==> src/rtl/hazard_pkg.sv <==
// ============================================================================
// Module : hazard_pkg
// Brief  : Shared types and constants for the hazard/forwarding unit.
// Rev    : 1.0  initial release
// ============================================================================
`default_nettype none

package hazard_pkg;

    // Widest register address any instance may use; narrower ones zero-extend.
    localparam int C_MAX_REG_ADDR_W = 8;
    localparam logic [C_MAX_REG_ADDR_W-1:0] C_REG_ZERO = '0;

    typedef struct packed {
        logic                        valid;
        logic [C_MAX_REG_ADDR_W-1:0] rd;
        logic                        is_load;
    } track_entry_t;

    typedef enum logic [1:0] {
        IDLE = 2'd0,
        BUSY = 2'd1,
        DONE = 2'd2
    } mc_state_t;

    function automatic int fwd_sel_width(input int depth);
        return $clog2(depth + 1);
    endfunction

endpackage

`default_nettype wire

==> src/rtl/hazard_fwd_unit_mc_sequencer.sv <==
// ============================================================================
// Module : mc_sequencer
// Brief  : Holds a multi-cycle op in ID for exactly MC_LATENCY cycles.
// Rev    : 1.0  initial release
// ============================================================================
`default_nettype none

module mc_sequencer
    import hazard_pkg::*;
#(
    parameter int MC_LATENCY = 4
) (
    input  logic clk,
    input  logic reset,
    input  logic start,
    input  logic flush,
    output logic stall_mc,
    output logic busy,
    output logic done
);

    localparam int               C_CNT_W    = $clog2(MC_LATENCY);
    localparam logic [C_CNT_W-1:0] C_CNT_LOAD = C_CNT_W'(MC_LATENCY - 2);
    // With a latency of 2 the start cycle is followed directly by the result.
    localparam mc_state_t        C_START_NEXT = (MC_LATENCY == 2) ? DONE : BUSY;

    mc_state_t          r_state;
    logic [C_CNT_W-1:0] r_count;

    always_ff @(posedge clk) begin
        if (reset) begin
            r_state <= IDLE;
            r_count <= '0;
        end else begin
            case (r_state)
                IDLE: begin
                    if (start) begin
                        r_state <= C_START_NEXT;
                        r_count <= C_CNT_LOAD;
                    end
                end
                BUSY: begin
                    if (flush) begin
                        r_state <= IDLE;
                        r_count <= '0;
                    end else begin
                        r_count <= r_count - C_CNT_W'(1);
                        if (r_count <= C_CNT_W'(1)) begin
                            r_state <= DONE;
                        end
                    end
                end
                DONE: begin
                    r_state <= IDLE;
                end
                default: begin
                    r_state <= IDLE;
                    r_count <= '0;
                end
            endcase
        end
    end

    assign busy     = (r_state != IDLE);
    assign done     = (r_state == DONE) & ~flush;
    assign stall_mc = ((r_state == IDLE) & start) | ((r_state == BUSY) & ~flush);

endmodule

`default_nettype wire

==> src/rtl/hazard_fwd_unit.sv <==
// ============================================================================
// Module : hazard_fwd_unit
// Brief  : ID-stage interlock/forwarding unit; HAZARD_STATS_EN adds counters.
// Rev    : 1.0  initial release
// ============================================================================
`default_nettype none

module hazard_fwd_unit
    import hazard_pkg::*;
#(
    parameter  int REG_ADDR_W = 5,
    parameter  int NUM_SRC    = 2,
    parameter  int FWD_DEPTH  = 2,
    parameter  int MC_LATENCY = 4,
    localparam int SEL_W      = fwd_sel_width(FWD_DEPTH)
) (
    input  logic                          clk,
    input  logic                          reset,
    input  logic                          id_valid,
    input  logic [NUM_SRC*REG_ADDR_W-1:0] id_rs,
    input  logic [NUM_SRC-1:0]            id_rs_used,
    input  logic [REG_ADDR_W-1:0]         id_rd,
    input  logic                          id_reg_wr,
    input  logic                          id_is_load,
    input  logic                          id_is_branch,
    input  logic                          id_is_mc,
    input  logic                          flush,
    output logic                          stall,
    output logic [NUM_SRC*SEL_W-1:0]      fwd_sel,
    output logic                          mc_busy,
    output logic                          mc_done,
    output logic                          mc_wr
`ifdef HAZARD_STATS_EN
    ,
    output logic [31:0]                   stall_cycles,
    output logic [31:0]                   fwd_hits
`endif
);

    track_entry_t r_entry [FWD_DEPTH];
    track_entry_t w_newEntry;

    logic                        w_live;
    logic                        w_haz;
    logic                        w_stallMc;
    logic [NUM_SRC-1:0]          w_m0;
    logic [NUM_SRC-1:0]          w_m1;
    logic [C_MAX_REG_ADDR_W-1:0] w_rdExt;

    assign w_live  = id_valid & ~flush;
    assign w_rdExt = C_MAX_REG_ADDR_W'(id_rd);

    for (genvar i = 0; i < NUM_SRC; i++) begin : g_src
        logic [C_MAX_REG_ADDR_W-1:0] w_rs;
        logic [FWD_DEPTH-1:0]        w_match;
        logic [SEL_W-1:0]            w_sel;

        assign w_rs = C_MAX_REG_ADDR_W'(id_rs[i*REG_ADDR_W +: REG_ADDR_W]);

        always_comb begin
            for (int k = 0; k < FWD_DEPTH; k++) begin
                w_match[k] = id_rs_used[i] & r_entry[k].valid &
                             (w_rs == r_entry[k].rd) & (w_rs != C_REG_ZERO);
            end
        end

        // Scan oldest to youngest so the youngest producer overrides.
        always_comb begin
            w_sel = '0;
            for (int k = FWD_DEPTH - 1; k >= 0; k--) begin
                if (w_match[k]) begin
                    w_sel = SEL_W'(k + 1);
                end
            end
        end

        assign fwd_sel[i*SEL_W +: SEL_W] = w_live ? w_sel : '0;
        assign w_m0[i] = w_match[0];
        assign w_m1[i] = w_match[1];
    end

    assign w_haz = w_live & (((|w_m0) & r_entry[0].is_load) |
                             (id_is_branch & (|w_m0)) |
                             (id_is_branch & (|w_m1) & r_entry[1].is_load));

    mc_sequencer #(
        .MC_LATENCY (MC_LATENCY)
    ) u_mc_sequencer (
        .clk      (clk),
        .reset    (reset),
        .start    (w_live & id_is_mc & ~w_haz),
        .flush    (flush),
        .stall_mc (w_stallMc),
        .busy     (mc_busy),
        .done     (mc_done)
    );

    assign stall = w_live & (w_haz | w_stallMc);
    assign mc_wr = mc_done;

    always_comb begin
        w_newEntry         = '0;
        w_newEntry.valid   = w_live & id_reg_wr & (w_rdExt != C_REG_ZERO);
        w_newEntry.rd      = w_rdExt;
        w_newEntry.is_load = id_is_load;
    end

    always_ff @(posedge clk) begin
        if (reset) begin
            for (int k = 0; k < FWD_DEPTH; k++) begin
                r_entry[k] <= '0;
            end
        end else begin
            r_entry[0] <= stall ? '0 : w_newEntry;
            for (int k = 1; k < FWD_DEPTH; k++) begin
                r_entry[k] <= r_entry[k-1];
            end
        end
    end

`ifdef HAZARD_STATS_EN
    logic [31:0] r_stallCycles;
    logic [31:0] r_fwdHits;

    always_ff @(posedge clk) begin
        if (reset) begin
            r_stallCycles <= '0;
            r_fwdHits     <= '0;
        end else begin
            if (stall && (r_stallCycles != 32'hFFFF_FFFF)) begin
                r_stallCycles <= r_stallCycles + 32'd1;
            end
            if ((|fwd_sel) && (r_fwdHits != 32'hFFFF_FFFF)) begin
                r_fwdHits <= r_fwdHits + 32'd1;
            end
        end
    end

    assign stall_cycles = r_stallCycles;
    assign fwd_hits     = r_fwdHits;
`endif

endmodule

`default_nettype wire

==> config.mk <==
export PLATFORM = sky130hd
export DESIGN_NAME = hazard_fwd_unit
export DESIGN_NICKNAME = d
export VERILOG_FILES = /design/src/rtl/hazard_pkg.sv /design/src/rtl/hazard_fwd_unit_mc_sequencer.sv /design/src/rtl/hazard_fwd_unit.sv
export SDC_FILE = /design/constraint.sdc
export NUM_CORES = 1
export LEC_CHECK = 0
export CAP_MARGIN = 20
export CORE_ASPECT_RATIO = 1.1
export CORE_MARGIN = 2
export CORE_UTILIZATION = 41
export CTS_BUF_LIST = sky130_fd_sc_hd__clkbuf_4 sky130_fd_sc_hd__clkbuf_8 sky130_fd_sc_hd__clkbuf_16
export DETAILED_ROUTE_END_ITERATION = 10
export GPL_TIMING_DRIVEN = 0
export PLACE_DENSITY = 0.75
export SYNTH_ARGS = -nofsm -noshare
export SYNTH_HDL_FRONTEND = slang
export SYNTH_SLANG_ARGS = --single-unit
==> constraint.sdc <==
create_clock -name clk -period 1.8 [get_ports clk]
set_input_delay 0.36 -clock clk [delete_from_list [all_inputs] [get_ports clk]]
set_output_delay 0.36 -clock clk [all_outputs]
set_load 0.02 [all_outputs]
==> impl_results.md, run 1 <==
* Result of the run: finished with violations
* Failing checks: setup timing
* Drt pass-1 iters at 4
* Starting Density at 0.427
* Measured slew at the worst slew-check pin at 0.652 ns
* Via count of the first global-routing pass at between 900 and 1,000
* Detailed-route via count at between 900 and 1,000
* Row count at 19
* WP data arrival at roughly 1.8 ns
* Port Buffers at 31
* Final Hold Viols at 0
* DIE AREA at approximately 0.0030 mm^2
* Placer Congestion at 0.918
* Detail Route Antenna Nets at 0
* Fin area at between 0.0015 and 0.002 mm^2
* First-pass GRT wire length at approximately 4100 um
* Reg power frac at 0.528
* Top cells by area, synth: dfxtp_1 34%, xnor2_1 17%, nor3b_2 7.1%
* Post-synth top area cell: dfxtp_1
* CP max FO at 3
* Worst vdd ir at ~0.00044 V
* Nets at 174
* Yosys reg bits at 18
* Clock Tree Buf Depth at 2
* Layout cell share with drive strength beyond 1 at 0.432
* Fin cells at between 150 and 200
* WL final at approximately 2600 um
* CP Launch Type: input pin
* Critical Path RT at about 1.4 ns
* Leak at between 0.0005 and 0.0006 uW
* # DRC at 0
* Hold Crit Class: input pin to flop
* Asr flop ratio synth at 0
* Sinks on Clock Net at 18
* Core box area at roughly 0.0025 mm^2
* Clock latency on the worst-skew pair at between 0.2 and 0.3 ns
* Psw at between 200 and 250 uW
* Root Buffer: clkbuf_4
* Iter 0 DRT Violations at 11
* Max Fclk at 463 MHz
* Fin crit period at 2.16 ns
* RSZ-0062 raised after global routing: true
* Mapped Cells at about 100
* WL/cell at between 10 and 15 um
* Largest net degree at the start of global routing at 11
* Fillers at 220
* Post-synth EDFFs at 0
* Die W at around 52 um
* Total GRT Usage at 0.183
* Met2 wire len at between 1000 and 1500 um
* Slowest CP cell: or4_4
* Clk pwr share at 0.231
* Most common cell in the synthesized netlist: xnor2_1
* Met3 wire length at between 90 and 100 um
* Slew HR at 0.565
* Cell Chain, Critical Path: buf_8 > or4_4 > o21ai_4 > nor3_4 > o211ai_4 > a31oi_4 > buf_6
* Int Power at approximately 610 uW
* Register area share after synthesis at 0.342
* Switching share of power at 0.263
* Tcrit/Tclk final at 1.20
* Number of synthesis warnings at 0
* Slowest cell delay on critical path at ~0.53 ns
* Wire length on met1 at roughly 1100 um
* Pre-CTS WS at -1.42 ns
* Boundary pin count at 33
* Mean post-synth cell area at about 10 um^2
* Placed insts at about 170
* Vias/cell at 5.18
* CTS tree: done
* Post-Syn Nets at between 100 and 150
* H-tree depth at 1
* Comb pwr share at 0.241
* DPL Wire Length at about 1900 um
* Critical path endpoint category: output port
* Final Setup Violations at 9
* Total of max-cap violations at 0
* Cell variety after synth at 33
* Area grow syn2layout at 49.9%
* Overflow after GRT at 0
* Synth top area share at 0.342
* Die Y at 57.2 um
* Post-Route Setup TNS at -1.36 ns
* Max-slew violation count at 0
* Most frequent cells after synthesis: 20 x xnor2_1, 18 x dfxtp_1, 8 x nor2b_1
* Post-layout worst setup margin at -0.360 ns
* Num CTS Buffers at 3
* Syn Std Cell Area at roughly 0.0011 mm^2
* N_diodes at 0
* Pwr per Cell Area at 520 mW/mm^2
* Dpl cell area at between 0.001 and 0.0015 mm^2
* Setup CP Type: input pin to output port
* Predominant post-synthesis flop cell: dfxtp_1
* Initial antenna violation count at 0
* Clock Skew at approximately 0.0064 ns
* DR top layer: met4
* Clock Pin Slew Worst Setup and Hold Paths at ~0.1 ns
==> critical path: cells and delay by family <==
family	cells	cell delay, ns
AO/OA/AOI/OAI	3	0.57
buffers and inverters	2	0.25
AND/OR/NAND/NOR	2	0.61
==> routing by layer <==
layer  vias up  global-route usage
met4         0              0.0659
met1       433               0.237
met2        22               0.309
met5         -                   0
met3         5              0.0236
li1        456                   -
==> state kept, by name (all words and copies together), names as in the netlist <==
| name | flops |
|---|---|
| u_mc_sequencer.r_state | 2 |
| u_mc_sequencer.r_count | 2 |
| r_entry | 14 |
==> final timing paths <==
check / slack (ns) / cells after the start / start / to
worst min-delay path: 0.42 / 2 / reset / r_entry[0][10]$_SDFF_PP0_
worst max-delay path: -0.36 / 7 / id_rs[5] / stall
worst max register to register: 0.05 / 7 / r_entry[0][5]$_SDFF_PP0_ / r_entry[0][3]$_SDFF_PP0_
worst min register to register: 0.50 / 1 / r_entry[0][9]$_SDFF_PP0_ / r_entry[0][19]$_SDFF_PP0_
==> area by class of cell <==
type	count	area, um^2	area share
plain buffers	3	15.0	0.00949
well taps	31	38.8	0.0245
flip-flops and latches	18	370	0.234
clock buffers	3	22.5	0.0142
inverters	1	3.75	0.00237
multi-input cells	81	783	0.495
repair buffers	40	348	0.220
==> per-stage QoR <==
step            util  hold WS [ns]  total power (uW)
4_1_cts        0.613         0.438               818
3_3_place_gp   0.572         0.469               612
6_report       0.640         0.424               823
2_1_floorplan      -         0.458               531
3_5_place_dp   0.572         0.468               617
5_1_grt        0.640         0.434               867
==> logic make-up (layout without fill, tap and decap cells) <==
logic type | count (synthesis) | in the layout | share of synthesized area
AND/OR/NAND/NOR | 50 | 50 | 0.337
XOR/XNOR | 20 | 20 | 0.166
flip-flops | 18 | 18 | 0.342
AO/OA/AOI/OAI | 10 | 10 | 0.126
buffers and inverters | 4 | 47 | 0.0178
adder cells (fa/ha/maj) | 1 | 1 | 0.0119
==> power groups by stage <==
stage,logic (uW),registers [uW],clock network (uW)
6_report,198,435,190
2_1_floorplan,94.6,437,0
5_1_grt,214,437,215
4_1_cts,188,432,198
3_5_place_dp,176,441,0
3_3_place_gp,171,441,0
==> repair_timing <==
action / CTS / global route
gates cloned: 0 / 0
buffers inserted: 6 / 3
hold buffers: 0 / 0
pin swaps: 13 / 6
setup endpoints to repair: 18 / 14
gates resized for setup: 87 / 13
==> cell usage in the layout (no fill, tap or decap), types with 3 or more instances in the layout <==
cell type,n
buf_2,5
buf_4,13
buf_6,3
clkbuf_4,3
clkdlybuf4s50_1,12
dfxtp_1,12
dfxtp_2,5
dlygate4sd2_1,5
nand2_1,4
nand2b_1,3
nand4_1,4
nor2_1,4
nor2b_1,8
nor3_4,3
nor3b_1,3
nor3b_2,9
xnor2_1,17
xnor2_2,3
Power figures use the tool's default switching activity.
==> inputs of run 2 (changes only) <==
--- a/config.mk
+++ b/config.mk
@@ -8,11 +8,13 @@
 export CAP_MARGIN = 20
 export CORE_ASPECT_RATIO = 1.1
 export CORE_MARGIN = 2
-export CORE_UTILIZATION = 41
+export CORE_UTILIZATION = 40
 export CTS_BUF_LIST = sky130_fd_sc_hd__clkbuf_4 sky130_fd_sc_hd__clkbuf_8 sky130_fd_sc_hd__clkbuf_16
 export DETAILED_ROUTE_END_ITERATION = 10
 export GPL_TIMING_DRIVEN = 0
 export PLACE_DENSITY = 0.75
+export SLEW_MARGIN = 20
 export SYNTH_ARGS = -nofsm -noshare
 export SYNTH_HDL_FRONTEND = slang
+export SYNTH_HIERARCHICAL = 1
 export SYNTH_SLANG_ARGS = --single-unit
==> run 2 against run 1 <==
Compared with the run above: the flow still finishes with violations (setup timing); clock power barely moved; non-clock buffer count rose by 11; final cell count rose by 4.5%; die area fell by 5.2%; critical path depth rose by 5; critical endpoint unchanged.
==> impl_results.md, run 2 <==
* Result of the run: finished with violations
* Failing checks: setup timing
* Clock Pin Slew Worst Setup and Hold Paths at roughly 0.1 ns
* Sequential Area at roughly 370 um^2
* DIE AREA at 0.00284 mm^2
* Sinks on Clock Net at 18
* WL final at around 2500 um
* N_diodes at 0
* CP max FO at 3
* Hold Crit Class: flop to flop
* Met2 wire len at 1360 um
* Overflow after GRT at 0
* Post-synth top area cell: dfxtp_1
* CP Launch Type: input pin
* Root Buffer: clkbuf_4
* Initial antenna violation count at 0
* Multi-input logic area at about 670 um^2
* Post-layout worst setup margin at -0.907 ns
* Detailed-route via count at 935
* Core box area at about 0.0023 mm^2
* Leak at about 0.00066 uW
* Critical Path RT at roughly 1.4 ns
* Iter 0 DRT Violations at 19
* Fin crit period at 2.71 ns
* Pwr per Cell Area at around 500 mW/mm^2
* Clock latency on the worst-skew pair at around 0.28 ns
* Biggest register: r_entry
* Crit path buf inv count at 3
* Yosys reg bits at 18
* Total GRT Usage at 0.193
* Clock Skew at around 0.0055 ns
* Post-Syn Nets at 126
* Most frequent cells in the layout: 16 x buf_4, 15 x xor2_1, 14 x clkdlybuf4s50_1, 14 x dfxtp_1, 11 x buf_6
* Boundary pin count at 33
* Top Registers: r_entry x14, u_mc_sequencer/r_count x2, u_mc_sequencer/r_state x2
* Synth top area share at 0.371
* Post-synth EDFFs at 0
* Row count at 18
* Pwr Total at between 800 and 900 uW
* Total of max-cap violations at 0
* Tcrit/Tclk final at 1.50
* Drt pass-1 iters at 6
* # DRC at 0
* Cell variety after synth at 29
* Die Y at 55.7 um
* Starting Density at 0.427
* Setup CP Type: input pin to output port
* Slowest CP cell: or4_4
* Syn Std Cell Area at roughly 970 um^2
* RSZ-0062 raised after global routing: true
* Nets at ~180
* Predominant post-synthesis flop cell: dfxtp_1
* Mapped Cells at 100
* H-tree depth at 1
* Fin cells at about 190
* Detail Route Antenna Nets at 0
* Slew HR at 0.613
* Register area share after synthesis at 0.371
* Cell Chain, Critical Path: clkdlybuf4s15_2 > or4_4 > o21ai_2 > nand4b_1 > a2bb2o_4 > nand2_2 > nor3_2 > nand2b_1 > a21oi_2 > inv_2 > a31oi_4 > buf_6
* Fillers at around 160
* Critical path endpoint category: output port
* Measured slew at the worst slew-check pin at around 0.58 ns
* Num CTS Buffers at 3
* DPL Wire Length at about 1800 um
* WP data arrival at about 2.4 ns
* Top cells by area, synth: dfxtp_1 37%, xor2_1 14%, nor3b_1 7.0%
* Wire length on met1 at just over 1000 um
* Placed insts at between 150 and 200
* Met3 wire length at around 130 um
* Asr flop ratio synth at 0
* Largest net degree at the start of global routing at 11
* DR top layer: met4
* Mean post-synth cell area at 9.71 um^2
* Number of synthesis warnings at 6
* WL/cell at between 10 and 15 um
* Worst vdd ir at 0.000417 V
* Layout cell share with drive strength beyond 1 at 0.432
* Max reg flops at 14
* CP top delay family: simple AND/OR/NAND/NOR gates
* CTS tree: done
* Area grow syn2layout at 64.6%
* Max Fclk at roughly 370 MHz
* Most frequent cells after synthesis: 18 x dfxtp_1, 16 x xor2_1, 9 x nor3b_1
* Placer Congestion at between 0.7 and 0.8
* Final Setup Violations at 15
* First-pass GRT wire length at between 4000 and 5000 um
* Final Hold Viols at 0
* Port Buffers at 32
* Max-slew violation count at 0
* Most common cell after layout, fill and taps aside: buf_4
* Most common cell in the synthesized netlist: dfxtp_1
* Vias/cell at 5.05
* Clock Tree Buf Depth at 2
* Slowest cell delay on critical path at between 0.4 and 0.5 ns
* Via count of the first global-routing pass at 985
* Die W at between 50 and 60 um
-- run 2: cell types whose count changed after synthesis, sizes merged, moves of 2 or more --
cell,previous run,this run
a21oi,0,2
inv,1,3
nand2,4,2
nand3,2,0
nand4,4,0
nand4b,0,4
nor3b,12,10
nor4,2,5
xnor2,20,4
xor2,0,16
-- run 2: what timing repair did --
| item | CTS | global route |
|---|---|---|
| endpoints found under the setup margin | 18 | 16 |
| buffers inserted | 27 | 5 |
| resized for setup | 94 | 11 |
| pin swaps | 20 | 15 |
| hold buffers | 0 | 0 |
| cloned | 0 | 0 |
-- run 2: final timing paths --
path,cells past startpoint,to,slack (ns),from
hold / removal,1,r_entry[0][10]$_SDFF_PP0_,0.50,r_entry[0][0]$_SDFF_PP0_
setup reg to reg,15,r_entry[0][2]$_SDFF_PP0_,-0.62,r_entry[0][1]$_SDFF_PP0_
setup / recovery,12,stall,-0.91,id_rs[0]
hold reg to reg,1,r_entry[0][10]$_SDFF_PP0_,0.50,r_entry[0][0]$_SDFF_PP0_
-- run 2: cells by family after synthesis --
| group | share of synthesized area |
|---|---|
| simple gates | 0.308 |
| xor+xnor | 0.180 |
| flops | 0.371 |
| compound gates | 0.104 |
| buf+inv | 0.0232 |
| fa+ha+maj | 0.0129 |
-- run 2: worst reg2reg max path: cells and delay by family (launching register included) --
kind | cells | cell delay [ns]
buf+inv | 5 | 0.58
compound gates | 3 | 0.43
flops | 1 | 0.34
xor+xnor | 1 | 0.14
simple gates | 6 | 0.87
-- run 2: area by class of cell --
cell class | count | share of cell area
buffer | 2 | 0.00705
clock buffer | 3 | 0.0141
inverter | 3 | 0.00705
multi-input combinational | 77 | 0.421
sequential | 18 | 0.229
tap | 30 | 0.0235
timing repair buffer | 52 | 0.299
-- run 2: metal layers --
layer	track usage	vias to the layer above
met2	0.390	29
li1	-	466
met3	0.0376	4
met1	0.188	436
met4	0.0579	0
met5	0	-
-- run 2: per-stage QoR --
stage	instance area, um^2	setup WS (ns)	util	hold slack (ns)	setup TNS [ns]
detailed placement	1350	-2.00	0.592	0.481	-17.36
global route	1600	-1.05	0.702	0.515	-9.54
finish	1600	-0.907	0.702	0.498	-7.70
CTS	1590	-0.960	0.698	0.494	-8.11
global placement	1350	-1.95	0.592	0.474	-16.68
floorplan	990	-0.637	-	0.429	-4.36
-- run 2: where the power goes --
part | leakage [uW] | internal (uW) | switching (uW)
combinational | 0.000497 | 109 | 73.4
clock | 0.0000138 | 77.6 | 112
sequential | 0.000149 | 416 | 14.9
total | 0.000660 | 603 | 200
==> inputs of run 3 (changes only) <==
--- a/config.mk
+++ b/config.mk
@@ -12,7 +12,7 @@
 export CTS_BUF_LIST = sky130_fd_sc_hd__clkbuf_4 sky130_fd_sc_hd__clkbuf_8 sky130_fd_sc_hd__clkbuf_16
 export DETAILED_ROUTE_END_ITERATION = 10
 export GPL_TIMING_DRIVEN = 0
-export PLACE_DENSITY = 0.75
+export PLACE_DENSITY = 0.84
 export SLEW_MARGIN = 20
 export SYNTH_ARGS = -nofsm -noshare
 export SYNTH_HDL_FRONTEND = slang
==> run 3 against run 2 <==
Compared with the run above: the flow still finishes with violations (setup timing); die area unchanged; clock-buffer cell count unchanged; total power grew 1.2%; first-iteration DRC count is 16% higher; cell area is 2.7% higher; worst hold slack gained 0.0048 ns; sequential share of layout area decreased by 0.15 points; wire length rose by 19%; non-clock buffer count grew 2; worst setup slack worse by 0.020 ns; maximum frequency is 0.74% lower; critical path type unchanged; largest cell class unchanged; highest routed layer unchanged.
==> impl_results.md, run 3 (same netlist as run 2, synthesis figures left out) <==
* CP top delay family: simple AND/OR/NAND/NOR gates
* First-pass GRT wire length at about 5000 um
* Detailed-route via count at roughly 960
* Fin crit period at approximately 2.7 ns
* Core box area at 0.00227 mm^2
* Clock Pin Slew Worst Setup and Hold Paths at around 0.090 ns
* Slowest cell delay on critical path at ~0.54 ns
* Biggest register: r_entry
* CTS tree: done
* Layout cell share with drive strength beyond 1 at 0.490
* Nets at ~190
* Placer Congestion at 0.796
* Drt pass-1 iters at 4
* Overflow after GRT at 0
* Comb pwr share at 0.238
* Largest net degree at the start of global routing at 11
* Iter 0 DRT Violations at 22
* Tcrit/Tclk final at 1.52
* N_diodes at 0
* Boundary pin count at 33
* Final Core Density at 0.722
* H-tree depth at 1
* Die W at around 50 um
* Sinks on Clock Net at 18
* Pwr per Cell Area at about 500 mW/mm^2
* CTS Hold Bufs at 0
* Worst vdd ir at 0.000415 V
* Total GRT Usage at 0.224
* CP max FO at 2
* Max-slew violation count at 0
* Clk pwr share at 0.230
* Leak at 0.000667 uW
* Root Buffer: clkbuf_4
* Psw at about 210 uW
* Critical path endpoint category: output port
* Clock Skew at between 0.003 and 0.004 ns
* Most frequent cells in the layout: 24 x buf_4, 15 x xor2_1, 14 x clkdlybuf4s50_1
* WL final at about 3000 um
* Detail Route Antenna Nets at 0
* RSZ-0062 raised after global routing: true
* Crit path buf inv count at 3
* Via count of the first global-routing pass at about 1,100
* Final Setup Violations at 15
* Critical Path RT at ~1.4 ns
* Slew HR at 0.640
* WP data arrival at about 2.4 ns
* Total of max-cap violations at 0
* Cell Chain, Critical Path: buf_8 > or4_4 > o21ai_4 > nand4b_1 > a2bb2o_4 > nand2_4 > nor3_4 > nand2b_1 > a21oi_2 > inv_2 > a31oi_4 > buf_6
* Row count at 18
* WL/cell at around 16 um
* Initial antenna violation count at 0
* Max Fclk at about 370 MHz
* # DRC at 0
* Vias/cell at slightly above 5
* Switching share of power at 0.260
* Failing checks: setup timing
* Post-layout worst setup margin at -0.927 ns
* Slowest CP cell: or4_4
* Measured slew at the worst slew-check pin at around 0.54 ns
* Setup CP Type: input pin to output port
* DPL Wire Length at 1720 um
* CP Launch Type: input pin
* Clock latency on the worst-skew pair at ~0.28 ns
* Die Y at 55.7 um
* Pre-CTS WS at -1.92 ns
* Max reg flops at 14
* DIE AREA at between 0.002 and 0.003 mm^2
* Reg power frac at 0.532
* Int Power at 602 uW
* Final Hold Viols at 0
* Area grow syn2layout at 69.1%
* Starting Density at 0.427
* Port Buffers at 32
* Result of the run: finished with violations
* Fin Hold WS at between 0.5 and 0.6 ns
* Hold Crit Class: flop to flop
* Top Registers: r_entry x14, u_mc_sequencer/r_count x2, u_mc_sequencer/r_state x2
* Most common cell after layout, fill and taps aside: buf_4
* Clock Tree Buf Depth at 2
* Num CTS Buffers at 3
[run 3: cell types whose count changed in the layout (fill, tap and decap cells not counted), sizes merged]
cell,previous run,this run
clkdlybuf4s15,1,2
dlygate4sd2,4,2
buf,33,36
[run 3: metal layers]
metal / global-route usage / wire (um) / vias to the layer above
met4: 0.108 / 91 / 0
met1: 0.262 / 1220 / 452
li1: - / - / 469
met3: 0.0349 / 86 / 8
met5: 0 / 0 / -
met2: 0.390 / 1610 / 29
[run 3: cell type report]
class / count / area [um^2]
inverters: 3 / 11.3
clock buffers: 3 / 22.5
well taps: 30 / 37.5
repair buffers: 54 / 469
multi-input cells: 77 / 717
plain buffers: 2 / 11.3
flip-flops and latches: 18 / 373
fillers: 160 / 633
[run 3: power by group through the flow]
stage | registers, uW | logic, uW | clock network (uW)
floorplan | 436 | 72.9 | 0
global placement | 440 | 146 | 0
detailed placement | 441 | 151 | 0
CTS | 432 | 172 | 190
global route | 434 | 208 | 210
finish | 433 | 193 | 187
[run 3: per-stage QoR]
stage               instance area [um^2]  instances  TNS, ns  power (uW)
floorplan                            990        100    -4.36         509
global placement                    1350        162   -15.88         586
detailed placement                  1350        162   -16.53         592
CTS                                 1610        193    -7.24         794
global route                        1640        187    -8.51         853
finish                              1640        187    -7.42         813
[run 3: path summary, 6_finish.rpt]
check	from	end	slack [ns]	depth (start not counted)
setup reg to reg	r_entry[0][3]$_SDFF_PP0_	r_entry[0][1]$_SDFF_PP0_	-0.55	13
setup / recovery	id_rs[8]	stall	-0.93	12
hold reg to reg	r_entry[0][1]$_SDFF_PP0_	r_entry[0][11]$_SDFF_PP0_	0.50	1
hold / removal	r_entry[0][1]$_SDFF_PP0_	r_entry[0][11]$_SDFF_PP0_	0.50	1
[run 3: repair_timing]
action                                  CTS  global route
endpoints found under the hold margin     0             0
pin swaps                                21            12
setup buffers                            28             7
resized for setup                        93            24
endpoints found under the setup margin   18            15
[run 3: worst reg2reg max path: cells and delay by family, from the launching register on]
| family | cells | cell delay [ns] |
|---|---|---|
| simple gates | 6 | 0.94 |
| compound gates | 3 | 0.46 |
| flops | 1 | 0.37 |
| buf+inv | 3 | 0.35 |
| xor+xnor | 1 | 0.15 |
==> variant 1: new RTL, config.mk and constraints of run 3 <==
Re-encode `mc_state_t` (3 states) as one-hot, 3 bits wide.
--- a/src/rtl/hazard_pkg.sv
+++ b/src/rtl/hazard_pkg.sv
@@ -17,10 +17,10 @@
         logic                        is_load;
     } track_entry_t;
 
-    typedef enum logic [1:0] {
-        IDLE = 2'd0,
-        BUSY = 2'd1,
-        DONE = 2'd2
+    typedef enum logic [2:0] {
+        IDLE = 3'b001,
+        BUSY = 3'b010,
+        DONE = 3'b100
     } mc_state_t;
 
     function automatic int fwd_sel_width(input int depth);
Function: no difference found for any inputs over 10 cycles, from zero or initial values and one cycle with reset high; not proved beyond that.
==> variant 1 against run 3 <==
  * The flow still finishes with violations (negative setup slack)
  * Worst setup slack got worse by 0.0085 ns
  * Global-route usage fell by 2.1 points
  * Clock skew rose by 0.0096 ns
  * Die area rose by 6.3%
  * Sequential cell count rose by 1
  * Via count rose by 0.94%
  * Design area fell by 0.84%
  * Final cell count rose by 2.1%
  * Wire length fell by 6.2%
  * Sequential power rose by 4.6%
  * Total power rose by 6.1%
  * Area after synthesis rose by 6.8%
  * Clock power rose by 23%
  * Largest power group unchanged
==> variant 1: results <==
metrics = {
    "clock_network": {
        "clk_pin_slew_worst_paths_ns": 0.11,
        "postCtsSetupBuffers": 19,
    },
    "critical_path": {
        "cp_max_fo": 3,
        "worst-r2r-setup-slack_ns": -0.53,
        "r2r-end": "r_entry[0][3]",
        "startpoint": "id_rs[7]",
    },
    "global_route": {
        "met2_usage_pct": 32.86,
        "grt_use_total_pct": 20.37,
        "grt_use_met1_pct": 26.68,
        "met3_usage_pct": 1.571,
    },
    "layout": {
        "clk_share_pct": 1.845,
        "final_nets": 187,
        "seq_share_pct": 24.06,
        "nonClkBufAreaFrac_pct": 26.83,
        "multi_input_area_um2": 711.9,
        "fill_cells": 208,
    },
    "synth": {
        "netlist-cell-type-count": 30,
        "seq_area_frac_synth_pct": 36.67,
        "syn_nets": 133,
        "synth-adder-area-share_pct": 1.206,
        "synth-xor-area-share_pct": 16.89,
        "synth_compound_area_share_pct": 11.46,
        "ys_top_cells_by_area": "dfxtp_1 37%, xor2_1 14%, nor3b_1 7.2%",
    },
    "placed_design": {
        "placed_cell_area_um2": 1408,
        "dp_hpwl_mm": 1.929,
        "place_ws_ns": -2.063,
    },
    "sta": {
        "setup-violations-final": 16,
        "whs_ns": 0.4815,
        "finalWorstSetupSlack_ns": -0.9357,
    },
    "power": {
        "power_density_nw_per_um2": 529.6,
        "irDropWorstVdd_uv": 479.1,
    },
    "outcome": {
        "violations": "negative setup slack",
        "status": "finished, violations left",
    },
    "route": {
        "post_drt_wl_per_cell_um": 14.77,
    },
}
variant 1: metal layers:
layer,vias up,part of all wire (%)
li1,485,-
met1,459,44
met2,19,51
met3,4,2.5
met4,0,2.1
met5,-,0
variant 1: where the power goes:
group / internal [W] / switching [W] / leakage [nW]
clock: 0.000102 / 0.000129 / 0.0184
sequential: 0.000436 / 0.0000169 / 0.158
combinational: 0.000104 / 0.0000751 / 0.493
variant 1: worst min-delay path by stage:
stage / end / cells after the start / start
global route: r_entry[0][19] / 1 / r_entry[0][9]
detailed placement: r_entry[0][19] / 1 / r_entry[0][9]
floorplan: u_mc_sequencer/r_count[1] / 1 / reset
CTS: r_entry[0][19] / 1 / r_entry[0][9]
finish: r_entry[0][19] / 1 / r_entry[0][9]
global placement: r_entry[0][19] / 1 / r_entry[0][9]
variant 1: worst max-delay path: cells and delay by family:
| kind | cells | cell delay [ns] |
|---|---|---|
| AOI/OAI and AO/OA | 4 | 0.68 |
| buffers and inverters | 3 | 0.32 |
| and+or+nand+nor | 5 | 1.02 |
==> variant 2: new RTL, settings of run 3 <==
Made on the original files. Add a define of `HAZARD_STATS_EN`.
--- a/src/rtl/hazard_fwd_unit.sv
+++ b/src/rtl/hazard_fwd_unit.sv
@@ -4,6 +4,8 @@
 // Rev    : 1.0  initial release
 // ============================================================================
 `default_nettype none
+
+`define HAZARD_STATS_EN
 
 module hazard_fwd_unit
     import hazard_pkg::*;
Behaviour (old outputs only; new: fwd_hits and stall_cycles): unchanged (equiv_simple and equiv_induct, registers matched by name and starting in step).
==> variant 2 against run 3 <==
  * Non-clock buffer count grew 109
  * Worst setup slack got worse by 0.030 ns
  * The flow still finishes with violations (negative setup slack)
  * Design area increased to 4.2 times the old value
  * Wire length grew to 5.1 times the old value
  * Core utilization is 6.0 points lower
  * Total power increased to 4.9 times the old value
  * Sequential cell count up 64
  * Critical endpoint is now fwd_hits[21]
  * Area after synthesis grew to 4.4 times the old value
==> variant 2: results <==
metrics = {
    "power": {
        "irDropWorstVdd_uv": 363.2,
        "p_leak_nw": 2.650,
    },
    "synth": {
        "netlist_top_cells_count": "82 x dfxtp_1, 35 x a21oi_1, 33 x nor2_1",
        "syn_nets": 530,
        "synthMuxAreaShare_pct": 2.381,
        "ys_top_cells_by_area": "dfxtp_1 39%, a21oi_1 4.1%, xor2_1 3.9%",
        "seq_area_frac_synth_pct": 38.57,
        "netlist-cell-type-count": 45,
        "synth_compound_area_share_pct": 16.37,
        "synth-xor-area-share_pct": 5.967,
        "synth-adder-area-share_pct": 0.8818,
    },
    "global_route": {
        "grt_use_total_pct": 22.61,
        "grt_max_degree": 13,
        "grt_pass1_wl_mm": 20.89,
        "grt_pass1_vias": 4349,
    },
    "clock_network": {
        "clk_pin_slew_worst_paths_ns": 0.06,
        "cts-root-buf": "clkbuf_16",
        "htree_num_levels": 3,
        "clock_latency_ns": 0.35,
        "ctsLongestPathBuffers": 2,
    },
    "sta": {
        "setup_tns_ns": -54.25,
        "finalWorstSetupSlack_ns": -0.9576,
        "clock_skew_ns": 0.01068,
        "worst_pin_slew_ns": 0.7968,
        "setup-violations-final": 76,
    },
    "route": {
        "drtIter0Drc": 291,
        "post_drt_wl_per_cell_um": 19.40,
        "vias": 4836,
        "drtPass1Iterations": 5,
    },
    "placed_design": {
        "gp_congestion": 0.8538,
        "port-buffer-count": 96,
        "dp_hpwl_mm": 8.918,
    },
    "critical_path": {
        "arrival_ns": 2.95,
        "r2r_cells": 10,
        "cp_max_fo": 6,
    },
    "outcome": {
        "violations": "negative setup slack",
        "status": "finished, violations left",
    },
    "layout": {
        "fill_cells": 767,
        "drive_gt1_share_pct": 33.18,
        "final_nets": 677,
    },
    "min_path": {
        "whs_path_depth": 1,
    },
}
variant 2: logic make-up after synthesis:
logic type / after synthesis
AOI/OAI and AO/OA: 102
xor gates and xnor gates: 29
adders and majority gates: 3
buffers and inverters: 40
DFF: 82
muxes: 9
and+or+nand+nor: 237
variant 2: per-stage QoR:
step | power (W) | utilization, % | cell area (um2) | worst slack, ns | cells
after global placement | 0.002098 | 53.29 | 5539 | -1.801 | 741
after global routing | 0.004119 | 66.19 | 6879 | -1.084 | 797
after CTS | 0.003949 | 59.07 | 6140 | -0.8768 | 773
after detailed placement | 0.002106 | 53.29 | 5539 | -1.855 | 741
after floorplan | 0.001993 | - | 4399 | -0.6304 | 502
final | 0.003995 | 66.19 | 6879 | -0.9576 | 797
variant 2: path summary, 6_finish.rpt:
check,startpoint,to,slack (ns)
worst min-delay path,r_entry[0][0],r_entry[0][10],0.47
worst max-delay path,r_entry[0][1],fwd_hits[21],-0.96
worst max register to register,r_entry[0][1],fwd_hits[21],-0.96
worst min register to register,r_entry[0][0],r_entry[0][10],0.47
variant 2: critical path, stage by stage (launching register included):
cell and delay, ns:
dfxtp_2 0.34, xor2_1 0.17, nor4_2 0.26, nand4_1 0.20, buf_4 0.19, buf_4 0.15, a41oi_4 0.30, nand4_1 0.34
clkbuf_4 0.28, o21ai_0 0.26, a21oi_1 0.11
variant 2: final cells by class:
type / instances / area (um2) / area share, %
Clock inverter: 1 / 5.005 / 0.07275
Inverter: 11 / 41.29 / 0.6002
Multi-Input combinational cell: 380 / 3048 / 44.31
Clock buffer: 15 / 300.3 / 4.365
Timing Repair Buffer: 138 / 1423 / 20.68
Tap cell: 143 / 178.9 / 2.601
Buffer: 27 / 211.5 / 3.074
Sequential cell: 82 / 1672 / 24.30
variant 2: power breakdown:
| group | switching (W) | internal [W] | total [W] |
|---|---|---|---|
| Sequential | 0.0000168 | 0.00183 | 0.00184 |
| Clock | 0.000742 | 0.00114 | 0.00188 |
| Combinational | 0.000147 | 0.000121 | 0.000269 |
variant 2: what timing repair did:
item,4_1_cts,5_1_grt
pin swaps,18,41
cloned,0,6
setup endpoints to repair,85,90
gates resized for setup,96,125
setup buffers,19,19
endpoints found under the hold margin,0,0
variant 2: layer usage:
metal  global-route usage [%]  share of wire (%)
met1                    27.91                 39
met2                    38.11                 51
met3                    4.919                7.3
met4                    8.800                3.0
met5                        0                  0
